==> src/rtl/conv_dim1.sv <==
// Registered GF(2) convolution stage: out = in * kernel as a carry-less polynomial product,
// produced one clock after in_valid with a matching out_valid flag.
module conv_dim1 #(
    parameter int IN_W  = 255,
    parameter int KER_W = 3
) (
    input  logic                        clk,
    input  logic                        rst_n,
    input  logic                        in_valid,
    input  logic [IN_W-1:0]             in,
    input  logic [KER_W-1:0]            kernel,
    output logic [IN_W+KER_W-2:0]       out,
    output logic                        out_valid
);

    localparam int OUT_W = IN_W + KER_W - 1;

    logic [OUT_W-1:0] conv_d;
    logic [OUT_W-1:0] out_q;
    logic             out_valid_q;

    // Each output bit is the parity of every in/kernel product landing on it; taps that fall
    // off either end of the input are tied to zero at elaboration time.
    for (genvar n = 0; n < OUT_W; n++) begin : g_out
        logic [KER_W-1:0] terms;
        for (genvar k = 0; k < KER_W; k++) begin : g_tap
            if ((n - k) >= 0 && (n - k) <= (IN_W - 1)) begin : g_in_range
                assign terms[k] = in[n-k] & kernel[k];
            end else begin : g_pad
                assign terms[k] = 1'b0;
            end
        end
        assign conv_d[n] = ^terms;
    end

    // NOTE: state registers use non-blocking assignments so every flop samples pre-edge values.
    always_ff @(posedge clk or negedge rst_n) begin
        if (!rst_n) begin
            out_q       <= '0;
            out_valid_q <= 1'b0;
        end else begin
            out_valid_q <= in_valid;
            if (in_valid) begin
                out_q <= conv_d;
            end
        end
    end

    assign out       = out_q;
    assign out_valid = out_valid_q;

endmodule

==> config.mk <==
export PLATFORM = sky130hd
export DESIGN_NAME = conv_dim1
export DESIGN_NICKNAME = d
export VERILOG_FILES = /design/src/rtl/conv_dim1.sv
export SDC_FILE = /design/constraint.sdc
export NUM_CORES = 1
export LEC_CHECK = 0
export ABC_AREA = 0
export BUFFER_PORTS_ARGS = -buffer_cell sky130_fd_sc_hd__buf_4
export CAP_MARGIN = 20
export CORE_AREA = 2 2 201 203
export DETAILED_ROUTE_END_ITERATION = 6
export DIE_AREA = 0 0 203 205
export PLACE_DENSITY = 0.76
export SYNTH_ARGS = -nofsm -noshare
export SYNTH_HDL_FRONTEND = slang
export SYNTH_SLANG_ARGS = --single-unit
==> constraint.sdc <==
create_clock -name clk -period 0.8 [get_ports clk]
set_input_delay 0 -clock clk [delete_from_list [all_inputs] [get_ports clk]]
set_output_delay 0 -clock clk [all_outputs]
set_load 0.005 [all_outputs]
Word level (Yosys, flattened, before mapping)
Index checks and enable logic that the tools add are counted.

storage, ports and cells
  bits of input ports = 261
  bits in registers = 258
  logic and storage cells = 1024

cells by class
  reductions and logical operators = 257
  bitwise operators = 765

operator list
  cell              count
  $reduce_xor 3->1  257
  $and 1x1->1       765

Logic depth before layout (Yosys ltp)
Gate-level depths: netlist of run 1.

  depth in word-level cells = 2
  mapped depth = 5

Least setup slack after synthesis of run 1
OpenSTA, ideal clock, no wires.

  kind = input to register
  start point = input port kernel[0]
  end point = register out_q[124] (netlist: out[124])
  path buffers = 2
  setup slack = -0.330 ns
  required time = 0.675 ns
  data arrival time = 1.005 ns
  cell stages on the path = 5
  path through = clkbuf_1 > clkbuf_1 > nand2_1 > xnor3_1 > mux2_2

between the ends
  word-level cells in the longest chain between the ends = 2

ends and longest elaborated chain
  item                  RTL line  source
  start, declared       11        input logic [KER_W-1:0] kernel,
  $and 1x1->1           28        assign terms[k] = in[n-k] & kernel[k];
  $reduce_xor 3->1      33        assign conv_d[n] = ^terms;
  end signal, assigned  44        out_q <= conv_d;
  end, declared         19        logic [OUT_W-1:0] out_q;

No other way between the ends.
A chain may end at the register's enable or synchronous reset.

Final worst setup path of run 1
  start point = register out_q[218] (netlist: out[218])
  end point = output port out[218]

RTL lines
  item           RTL line  source
  end, declared  12        output logic [IN_W+KER_W-2:0] out,

No word-level cell between the ends.

==> results.txt, run 1 <==
Final #Nets -> 2,711
CP Buf/Inv Count -> 2
xor and xnor area share after synthesis -> 0.307
Mean Syn Cell Area -> 11.3 um2
leakage -> 16.1 nW
slowest CP cell -> dfrtp_1
Via density -> 5.54
Mapped Cells -> 1,652
Hold Crit Class -> in2async
kind of critical path -> reg2out
TritonCTS clock tree -> done
RSZ-0062 raised after global routing -> true
Netlist Area Pre-Place -> 18,600 um2
CP startpoint kind -> register
layout cell share with drive strength beyond 1 -> 0.447
Worst Path Required -> 0.80 ns
sequential share of the synthesized area -> 0.346
cell depth of the worst flop-to-flop path -> 3
slew at the pin closest to its max-slew limit -> 0.400 ns
Ant. Diodes -> 0
skew final -> 0 ns
PD cells -> 1870 nW/um2
drt first pass iters -> 5
critical path, cell by cell -> buf_6, buf_6
main combinational cell family by area after synthesis -> XOR/XNOR gates
Syn. warnings -> 0
Post-synth EDFFs -> 0
crit end category -> primary output
Simple-Gate Fraction of Synth Area -> 0.155
std cell rows -> 73
Worst-path clk slew -> 0.06 ns
Yosys reg bits -> 258
Initial Utilization -> 0.474
max-slew violations -> 0
worst skew pair latency -> 0.56 ns
mux contribution to synthesized area -> 0.153
RR Endpoint -> out[84]$_DFFE_PN0P_
Post-synth top cells -> nand2_1, dfrtp_1, mux2_2, xnor3_1, buf_2
Final Hold Viols -> 157
Final GP Congestion -> 0.936
Ports -> 519
max cap viols -> 0
GRT Util Overall -> 0.315
htree depth -> 1
crit-path max cell delay -> 0.41 ns
pre-CTS WS -> -0.605 ns
pin count of the biggest net entering global routing -> 50
Die ar. -> 41,600 um2
Critical R2R Launch -> out[84]$_DFFE_PN0P_
dominant cells by area after synthesis -> dfrtp_1, xnor3_1, nand2_1
global-route wire length before repair -> 101,000 um
PortBufs -> 518
clk buf depth -> 3
Cell variety after synth -> 16
wire per inst -> 23.3 um
Max Fanout on Critical Path -> 2
vias in the first global route -> 17,900
Setup violations, final -> 384
Post-Syn Nets -> 1,913
post-synth top area cell -> dfrtp_1
hold_ws -> -0.110 ns
status -> finished with violations
Period minus WS final -> 1.23 ns
DIE WIDTH -> 203 um
Post-synth top flop -> dfrtp_1
DR vias -> 16,600
hpwl dp -> 41,400 um
post-route setup slack -> -0.432 ns
critical path arrival -> 1.23 ns
Net Sw Frac -> 0.289
area share of fa/ha/maj cells after synthesis -> 0
Initial DRC Count -> 1,272
Gate power share -> 0.392
final period utilization -> 1.54
residual DRC count -> 0
total gr overflow -> 0
Slew Limit Headroom -> 0.733
Die Y -> 205 um
Detail Route Antenna Nets -> 0
Root Driver -> clkbuf_16
Final Util -> 0.727
most frequent cell after synthesis -> nand2_1
Compound-Gate Fraction of Synth Area -> 0.00107
final instance area -> 28,600 um2
reg2reg setup slack -> -0.23 ns
Async SR Flop Fraction -> 1.00
Peak Freq -> 0.812 GHz
top cell type's share of synthesized area -> 0.346
most frequent CP cell -> buf_6
violated checks -> negative hold slack, negative setup slack
DP Area -> 24,400 um2
Int Power -> 38.0 mW
Max IR drop VDD -> 1960 uV
total CTS buffers -> 31
clock sink total -> 258
net switching power -> 15.5 mW
Area growth syn-to-layout -> 53.4%
Detailed Route WL -> 70,000 um
Core Box Area -> 39,400 um2
crit-path leading delay family -> flip-flops
clock group share of total power -> 0.271
initial antenna violation count -> 0
Seq pwr share -> 0.337
==> through the flow <==
stage	cells	setup TNS, ns	power, mW
3_5_place_dp	2766	-127.17	33.6
2_1_floorplan	1652	-60.04	25.0
4_1_cts	3039	-109.50	51.5
5_1_grt	2999	-97.01	55.3
3_3_place_gp	2766	-120.13	33.1
6_report	2999	-89.20	53.4
==> worst max-delay path by stage <==
stage	to	cells past startpoint	slack (ns)	startpoint
floorplan	out[73]$_DFFE_PN0P_	5	-0.26	kernel[1]
global placement	out[127]$_DFFE_PN0P_	5	-0.57	kernel[2]
detailed placement	out[34]$_DFFE_PN0P_	5	-0.60	kernel[2]
finish	out[218]	2	-0.43	out[218]$_DFFE_PN0P_
global route	out[84]	2	-0.45	out[84]$_DFFE_PN0P_
CTS	out[233]	2	-0.43	out[233]$_DFFE_PN0P_
==> worst register-to-register path, stage by stage (launching register included) <==
cell,delay (ns)
dfrtp_1,0.40
buf_4,0.14
buf_6,0.11
mux2_2,0.27
==> area by class of cell <==
type	instances	area [um2]
timing repair buffer	878	8740
fill	2299	10800
clock buffer	45	878
multi-input combinational	1279	11700
tap	525	657
inverter	2	7.51
sequential	258	6460
clock inverter	12	141
==> per-layer routing <==
| metal | share of wire | track usage |
|---|---|---|
| met1 | 0.33 | 0.345 |
| met2 | 0.49 | 0.551 |
| met3 | 0.10 | 0.0810 |
| met4 | 0.076 | 0.191 |
| met5 | 0 | 0 |
==> cells in the final DEF, fill, tap and decap left out <==
cell and n:
buf_16 2, clkbuf_1 9, xnor2_1 2, nor2_4 1, clkinvlp_4 1, buf_6 346, inv_2 1, buf_12 33
dlygate4sd3_1 94, nand2_1 735, o21ai_2 1, nand3_1 2, inv_6 1, dlymetal6s4s_1 12, clkbuf_8 5, dfrtp_1 258
clkbuf_16 34, nand2_2 28, buf_8 6, o21ai_0 1, bufinv_16 3, inv_1 1, a21oi_1 1, mux2_4 49
nor2_1 1, xnor3_1 253, mux2_2 204, buf_4 382, clkinv_2 7, a21oi_2 1
==> logic make-up after synthesis <==
group,count (synthesis)
muxes,253
AOI/OAI and AO/OA,4
buffers and inverters,115
xor gates and xnor gates,255
and+or+nand+nor,767
DFF,258
==> sequential cells by signal (all words and copies together) (netlist names) <==
signal,cells
out,257
out_valid,1
==> power by group through the flow <==
stage | Clock [mW] | Combinational [mW] | Sequential (mW)
3_3_place_gp | 0 | 15.9 | 17.2
6_report | 14.5 | 20.9 | 18.0
5_1_grt | 15.1 | 21.9 | 18.2
4_1_cts | 14.6 | 19.3 | 17.7
3_5_place_dp | 0 | 16.3 | 17.3
2_1_floorplan | 0 | 7.67 | 17.3
==> timing repair <==
item | CTS | global route
buffers inserted | 62 | 47
cloned | 0 | 3
hold buffers | 171 | 84
setup endpoints to repair | 260 | 502
pin swaps | 0 | 18
resized for setup | 272 | 154
hold endpoints to repair | 509 | 189
Power figures use the tool's default switching activity.
==> run 2: changes to the inputs <==
Clock period 0.8 ns to 1.2 ns, I/O delays scaled along.
==> results.txt, run 2 (synthesized netlist as in run 1, its figures left out) <==
Hold Crit Start -> in_valid
CP startpoint kind -> register
Initial Utilization -> 0.474 (unchanged)
Filler Cells Inserted -> 2,580 (+12%)
WHS Path Cells -> 3
critical path arrival -> 1.16 ns (-0.07 ns)
std cell rows -> 73 (unchanged)
Final Hold Viols -> 0 (-100%)
Final #Nets -> 2,683 (-1.0%)
status -> completed
Detailed Route WL -> 60,700 um (-13%)
Max Fanout on Critical Path -> 2 (unchanged)
residual DRC count -> 0 (unchanged)
GRT Util Overall -> 0.288 (-0.0275)
final period utilization -> 0.970
Detail Route Antenna Nets -> 0 (unchanged)
total gr overflow -> 0 (unchanged)
worst skew pair latency -> 0.58 ns (+0.02 ns)
Final Power -> 32.8 mW (-39%)
post-CTS setup buffer count -> 0 (-100%)
hpwl dp -> 40,100 um (-3.2%)
crit-path leading delay family -> flip-flops
slowest CP cell -> dfrtp_1
clk buf depth -> 3 (unchanged)
dpl cells -> 2,652 (-4.1%)
crit-path max cell delay -> 0.43 ns (+0.02 ns)
Peak Freq -> 0.859 GHz
Hold Path Sink -> out[256]$_DFFE_PN0P_
Final GP Congestion -> 0.873 (-6.8%)
drt first pass iters -> 5 (unchanged)
DP Area -> 23,400 um2 (-4.1%)
clock sink total -> 258 (unchanged)
layout cell share with drive strength beyond 1 -> 0.366 (-0.0807)
max-slew violations -> 0 (unchanged)
vias in the first global route -> 17,000 (-4.9%)
pin count of the biggest net entering global routing -> 69 (+38%)
final setup TNS -> 0 ns (+89.20 ns)
critical path, cell by cell -> buf_4
final instance area -> 27,100 um2 (-5.2%)
htree depth -> 1 (unchanged)
pre-CTS WS -> -0.217 ns (+0.388 ns)
Die ar. -> 41,600 um2 (unchanged)
multi-input logic area -> 11,500 um2 (-2.3%)
DIE WIDTH -> 203 um (unchanged)
Die Y -> 205 um (unchanged)
commonest non-fill, non-tap cell in the layout -> nand2_1
CP Buf/Inv Count -> 1 (-1)
RR Endpoint -> out[59]$_DFFE_PN0P_
non-filler cells, final -> 2,980 (-0.63%)
Ports -> 519 (unchanged)
Worst Path Required -> 1.20 ns (+0.40 ns)
global-route wire length before repair -> 93,200 um (-7.5%)
reg2reg setup slack -> 0.37 ns (+0.60 ns)
Worst-path clk slew -> 0.07 ns (about the same)
FF/Latch Area -> 6460 um2 (unchanged)
Critical R2R Launch -> out[59]$_DFFE_PN0P_
Slew Limit Headroom -> 0.721 (-0.0126)
DR vias -> 15,900 (-4.1%)
kind of critical path -> reg2out
wire per inst -> 20.4 um (-13%)
post-route setup slack -> 0.0362 ns (+0.468 ns)
Initial DRC Count -> 1,194 (-6.1%)
Core Box Area -> 39,400 um2 (unchanged)
Max IR drop VDD -> 1210 uV (-38%)
TritonCTS clock tree -> done
initial antenna violation count -> 9 (+9)
max cap viols -> 0 (unchanged)
skew final -> 0 ns (unchanged)
max FFs per register -> 257 (unchanged)
RSZ-0062 raised after global routing -> false
cell depth of the worst flop-to-flop path -> 1 (-2)
PD cells -> 1210 nW/um2 (-35%)
total CTS buffers -> 30 (-3.2%)
crit end category -> primary output
slew at the pin closest to its max-slew limit -> 0.419 ns (+0.0189 ns)
Root Driver -> clkbuf_16
PortBufs -> 518 (unchanged)
Hold Crit Class -> in2reg
most frequent cells in the layout -> nand2_1, buf_4, dlygate4sd3_1, dfrtp_1
Via density -> 5.35 (-3.5%)
leakage -> 15.1 nW (-6.1%)
Area growth syn-to-layout -> 45.5%
Period minus WS final -> 1.16 ns
Setup violations, final -> 0 (-100%)
==> run 2: changes by cell type in the layout (fill, tap and decap cells not counted), sizes merged <==
cell and delta:
inv +1, dlygate4sd3 +169, dlymetal6s4s -12, buf -184
diode +9, clkbuf -3, bufinv +1
==> run 2: layer usage <==
metal  vias up  GRT usage  routed length, um
li1       6991          -                  -
met1      7791      0.325              21500
met2       918      0.510              30400
met3       229     0.0641               5450
met4         0      0.150               3410
met5         -          0                  0
==> run 2: how the worst max path moves through the flow <==
stage,from,endpoint,depth (start not counted)
after floorplan,kernel[0],out[124]$_DFFE_PN0P_,5
after global placement,kernel[2],out[185]$_DFFE_PN0P_,5
after detailed placement,kernel[2],out[181]$_DFFE_PN0P_,5
after CTS,out[244]$_DFFE_PN0P_,out[244],1
after global routing,out[244]$_DFFE_PN0P_,out[244],1
final,out[230]$_DFFE_PN0P_,out[230],1
==> run 2: area by class of cell <==
class / instances / share of cell area
multi-input cells: 1279 / 0.423
repair buffers: 851 / 0.274
flip-flops and latches: 258 / 0.238
clock buffers: 42 / 0.0334
well taps: 525 / 0.0242
clock inverters: 14 / 0.00678
diodes: 9 / 0.000830
inverters: 2 / 0.000277
==> run 2: where the power goes <==
group / total [mW] / internal [mW] / leakage [nW] / switching, mW
logic: 11.2 / 6.98 / 11.5 / 4.19
clock network: 10.1 / 6.12 / 0.542 / 4.00
registers: 11.5 / 10.4 / 3.10 / 1.11
==> run 2: timing repair <==
action / CTS / global route
hold buffers: 264 / 0
gates resized for setup: 0 / 1
setup endpoints to repair: 0 / 34
hold endpoints to repair: 516 / 0
==> run 2: worst min-delay path: stages <==
cell and delay, ns:
buf_8 0.11, buf_4 0.23, o21ai_0 0.18
==> run 2: per-stage QoR <==
stage	util	hold slack, ns
6_report	0.689	0.000915
5_1_grt	0.689	0.0339
4_1_cts	0.689	0.0183
3_5_place_dp	0.594	-0.158
3_3_place_gp	0.594	-0.158
2_1_floorplan	-	-0.296
==> run 3: changes to the inputs <==
Settings changed: BUFFER_PORTS_ARGS -buffer_cell sky130_fd_sc_hd__buf_4 to -buffer_cell sky130_fd_sc_hd__buf_2, CAP_MARGIN 20 to 5, CORE_AREA 2 2 201 203 to 2 2 205 207, CTS_BUF_LIST set to sky130_fd_sc_hd__clkbuf_4, DIE_AREA 0 0 203 205 to 0 0 207 209, PLACE_DENSITY 0.76 to 0.74.
==> results.txt, run 3 <==
sequential share of the synthesized area -> 0.346 (unchanged)
clk buf depth -> 3 (unchanged)
Post-synth top flop -> dfrtp_1
Final GP Congestion -> 0.869 (-0.40%)
post-CTS setup buffer count -> 40 (+40)
pre-CTS WS -> -0.234 ns (-0.0167 ns)
htree depth -> 3 (+2)
Syn. warnings -> 0 (unchanged)
Initial Utilization -> 0.452 (-0.0221)
Post-Syn Nets -> 1,913 (unchanged)
std cell rows -> 75 (+2.7%)
Yosys reg bits -> 258 (unchanged)
Stop stage -> 4_1_cts
Cell variety after synth -> 16 (unchanged)
clock sink total -> 258 (unchanged)
hold buffer count at cts -> 569 (+120%)
DIE WIDTH -> 207 um (+2.0%)
PortBufs -> 518 (unchanged)
top cell type's share of synthesized area -> 0.346 (unchanged)
hpwl dp -> 38,600 um (-3.8%)
Err -> [ERROR RSZ-0060] Max buffer count reached.
Mean Syn Cell Area -> 11.3 um2 (unchanged)
total CTS buffers -> 75 (+150%)
Mapped Cells -> 1,652 (unchanged)
Die Y -> 209 um (+2.0%)
Netlist Area Pre-Place -> 18,600 um2 (unchanged)
post-CTS resize count -> 14 (+14)
status -> aborted with a tool error
Post-synth top cells -> nand2_1, dfrtp_1, mux2_2, xnor3_1, buf_2
Async SR Flop Fraction -> 1.00 (unchanged)
Post-synth EDFFs -> 0 (unchanged)
Ports -> 519 (unchanged)
most frequent cell after synthesis -> nand2_1
dominant cells by area after synthesis -> dfrtp_1, xnor3_1, nand2_1
Root Driver -> clkbuf_4
post-synth top area cell -> dfrtp_1
[run 3: logic make-up after synthesis]
| family | synth area share |
|---|---|
| flip-flops | 0.346 |
| XOR/XNOR | 0.307 |
| AND/OR/NAND/NOR | 0.155 |
| AO/OA/AOI/OAI | 0.00107 |
| buffers and inverters | 0.0388 |
| multiplexers | 0.153 |
[run 3: metrics by stage]
step	instances	util	hold WS [ns]	TNS (ns)	cell area (um2)
2_1_floorplan	1652	-	-0.296	0	18600
3_5_place_dp	2675	0.538	-0.147	-35.74	22200
3_3_place_gp	2675	0.538	-0.151	-27.61	22200
==> run 4: changes to the inputs <==
Settings changed: CORE_AREA 2 2 205 207 to 2 2 219 221, CTS_BUF_LIST sky130_fd_sc_hd__clkbuf_4 to unset, DIE_AREA 0 0 207 209 to 0 0 221 223, PLACE_DENSITY 0.74 to unset, PLACE_DENSITY_LB_ADDON set to 0.15.
==> results.txt, run 4 (synthesized netlist as in run 1, its figures left out) <==
status -> completed
total CTS buffers -> 34 (-55%)
Initial Utilization -> 0.395 (-0.0561)
critical path arrival -> 1.57 ns
final instance area -> 26,200 um2
Crit. path cell count -> 6
Filler Cells Inserted -> 4,073
Hold Crit Start -> in[234]
clock sink total -> 258 (unchanged)
DR vias -> 15,100
met3 usage -> 0.0445
pin count of the biggest net entering global routing -> 66
Critical R2R Launch -> out[50]$_DFFE_PN0P_
total gr overflow -> 0
Area growth syn-to-layout -> 40.6%
Die ar. -> 49,300 um2
std cell rows -> 80 (+6.7%)
reg2reg setup slack -> 0.40 ns
CP Buf/Inv Count -> 5
crit end category -> register
GR Util met1 -> 0.285
drt first pass iters -> 7
max cap viols -> 0
Root Driver -> clkbuf_16
crit-path max cell delay -> 0.57 ns
slew at the pin closest to its max-slew limit -> 0.369 ns
Core Box Area -> 47,100 um2
Final GP Congestion -> 0.828 (-4.8%)
critical path startpoint -> in_valid
leakage -> 14.8 nW
DP Area -> 22,400 um2 (+0.92%)
Final Hold Viols -> 0
Detailed Route WL -> 56,500 um
wire per inst -> 18.3 um
Ports -> 519 (unchanged)
global-route wire length before repair -> 88,000 um
critical path, cell by cell -> dlygate4sd3_1, buf_8, buf_12, buf_12, buf_12, mux2_2
Via density -> 4.92
worst skew pair latency -> 0.53 ns
RSZ-0062 raised after global routing -> false
clk buf depth -> 3 (unchanged)
WHS Path Cells -> 4
GRT Util Overall -> 0.225
Die Y -> 223 um (+6.7%)
htree depth -> 2 (-1)
final setup TNS -> 0 ns
TritonCTS clock tree -> done
skew final -> 0 ns
vias in the first global route -> 15,800
global routing met2 resource utilization -> 0.392
CP startpoint kind -> input port
Initial DRC Count -> 860
PortBufs -> 518 (unchanged)
most frequent cells in the layout -> nand2_1, buf_2, dlygate4sd3_1, dfrtp_1
Final #Nets -> 2,698
max FFs per register -> 257
DIE WIDTH -> 221 um (+6.8%)
residual DRC count -> 0
Setup violations, final -> 0
final period utilization -> 0.968
hpwl dp -> 40,900 um (+5.8%)
kind of critical path -> in2reg
Detail Route Antenna Nets -> 0
Max IR drop VDD -> 1180 uV
layout cell share with drive strength beyond 1 -> 0.368
crit-path leading delay family -> buffers and inverters
layer with the highest usage -> met2
commonest non-fill, non-tap cell in the layout -> nand2_1
cell depth of the worst flop-to-flop path -> 1
Period minus WS final -> 1.16 ns
Peak Freq -> 0.861 GHz
max-slew violations -> 0
slowest CP cell -> dlygate4sd3_1
Hold Crit Class -> in2reg
Slew Limit Headroom -> 0.754
PD cells -> 1210 nW/um2
Max Fanout on Critical Path -> 26
Worst-path clk slew -> 0.05 ns
most frequent CP cell -> buf_12
Worst Path Required -> 1.61 ns
initial antenna violation count -> 3
-- run 4: final cells by class --
type / instances / area [um2] / area share
inverters: 2 / 7.51 / 0.000286
clock buffers: 54 / 1040 / 0.0396
flip-flops and latches: 258 / 6460 / 0.246
diodes: 3 / 7.51 / 0.000286
clock inverters: 7 / 110 / 0.00420
repair buffers: 862 / 6370 / 0.243
multi-input cells: 1279 / 11500 / 0.437
well taps: 615 / 769 / 0.0293
-- run 4: through the flow --
| step | hold WS [ns] | worst slack, ns | power, mW | std cells | util |
|---|---|---|---|---|---|
| 3_3_place_gp | -0.0862 | -0.214 | 20.5 | 2754 | 0.475 |
| 5_1_grt | 0.0495 | 0.00399 | 33.4 | 3080 | 0.556 |
| 2_1_floorplan | -0.296 | 0.0703 | 16.5 | 1652 | - |
| 6_report | 0.0346 | 0.0381 | 31.7 | 3080 | 0.556 |
| 4_1_cts | 0.000276 | 0.00640 | 32.1 | 3074 | 0.555 |
| 3_5_place_dp | -0.0792 | -0.230 | 20.7 | 2754 | 0.475 |
-- run 4: final timing paths --
kind | end
setup / recovery | out[68]$_DFFE_PN0P_
hold / removal | out[234]$_DFFE_PN0P_
setup reg to reg | out[50]$_DFFE_PN0P_
hold reg to reg | out[250]$_DFFE_PN0P_
max in group asynchronous | out[107]$_DFFE_PN0P_
min in group asynchronous | out[13]$_DFFE_PN0P_
-- run 4: tightest hold or removal path: stages --
cell and delay, ns:
buf_2 0.16, nand2_1 0.09, xnor3_1 0.13, mux2_2 0.14
-- run 4: repair_timing --
| item | CTS | global route |
|---|---|---|
| hold buffers | 259 | 0 |
| resized for setup | 0 | 3 |
| setup buffers | 0 | 2 |
| hold endpoints to repair | 513 | 0 |
| setup endpoints to repair | 0 | 33 |
-- run 4: report_power, final --
group,switching (mW),total [mW],internal [mW],leakage [nW]
Clock,3.95,10.5,6.58,0.564
Combinational,3.90,9.80,5.90,11.2
Sequential,0.970,11.4,10.4,3.10
-- run 4: per-layer routing --
layer | routed length (um) | up-vias
met2 | 28100 | 496
met5 | 0 | -
met3 | 3330 | 91
met4 | 1590 | 0
li1 | - | 7020
met1 | 23400 | 7542
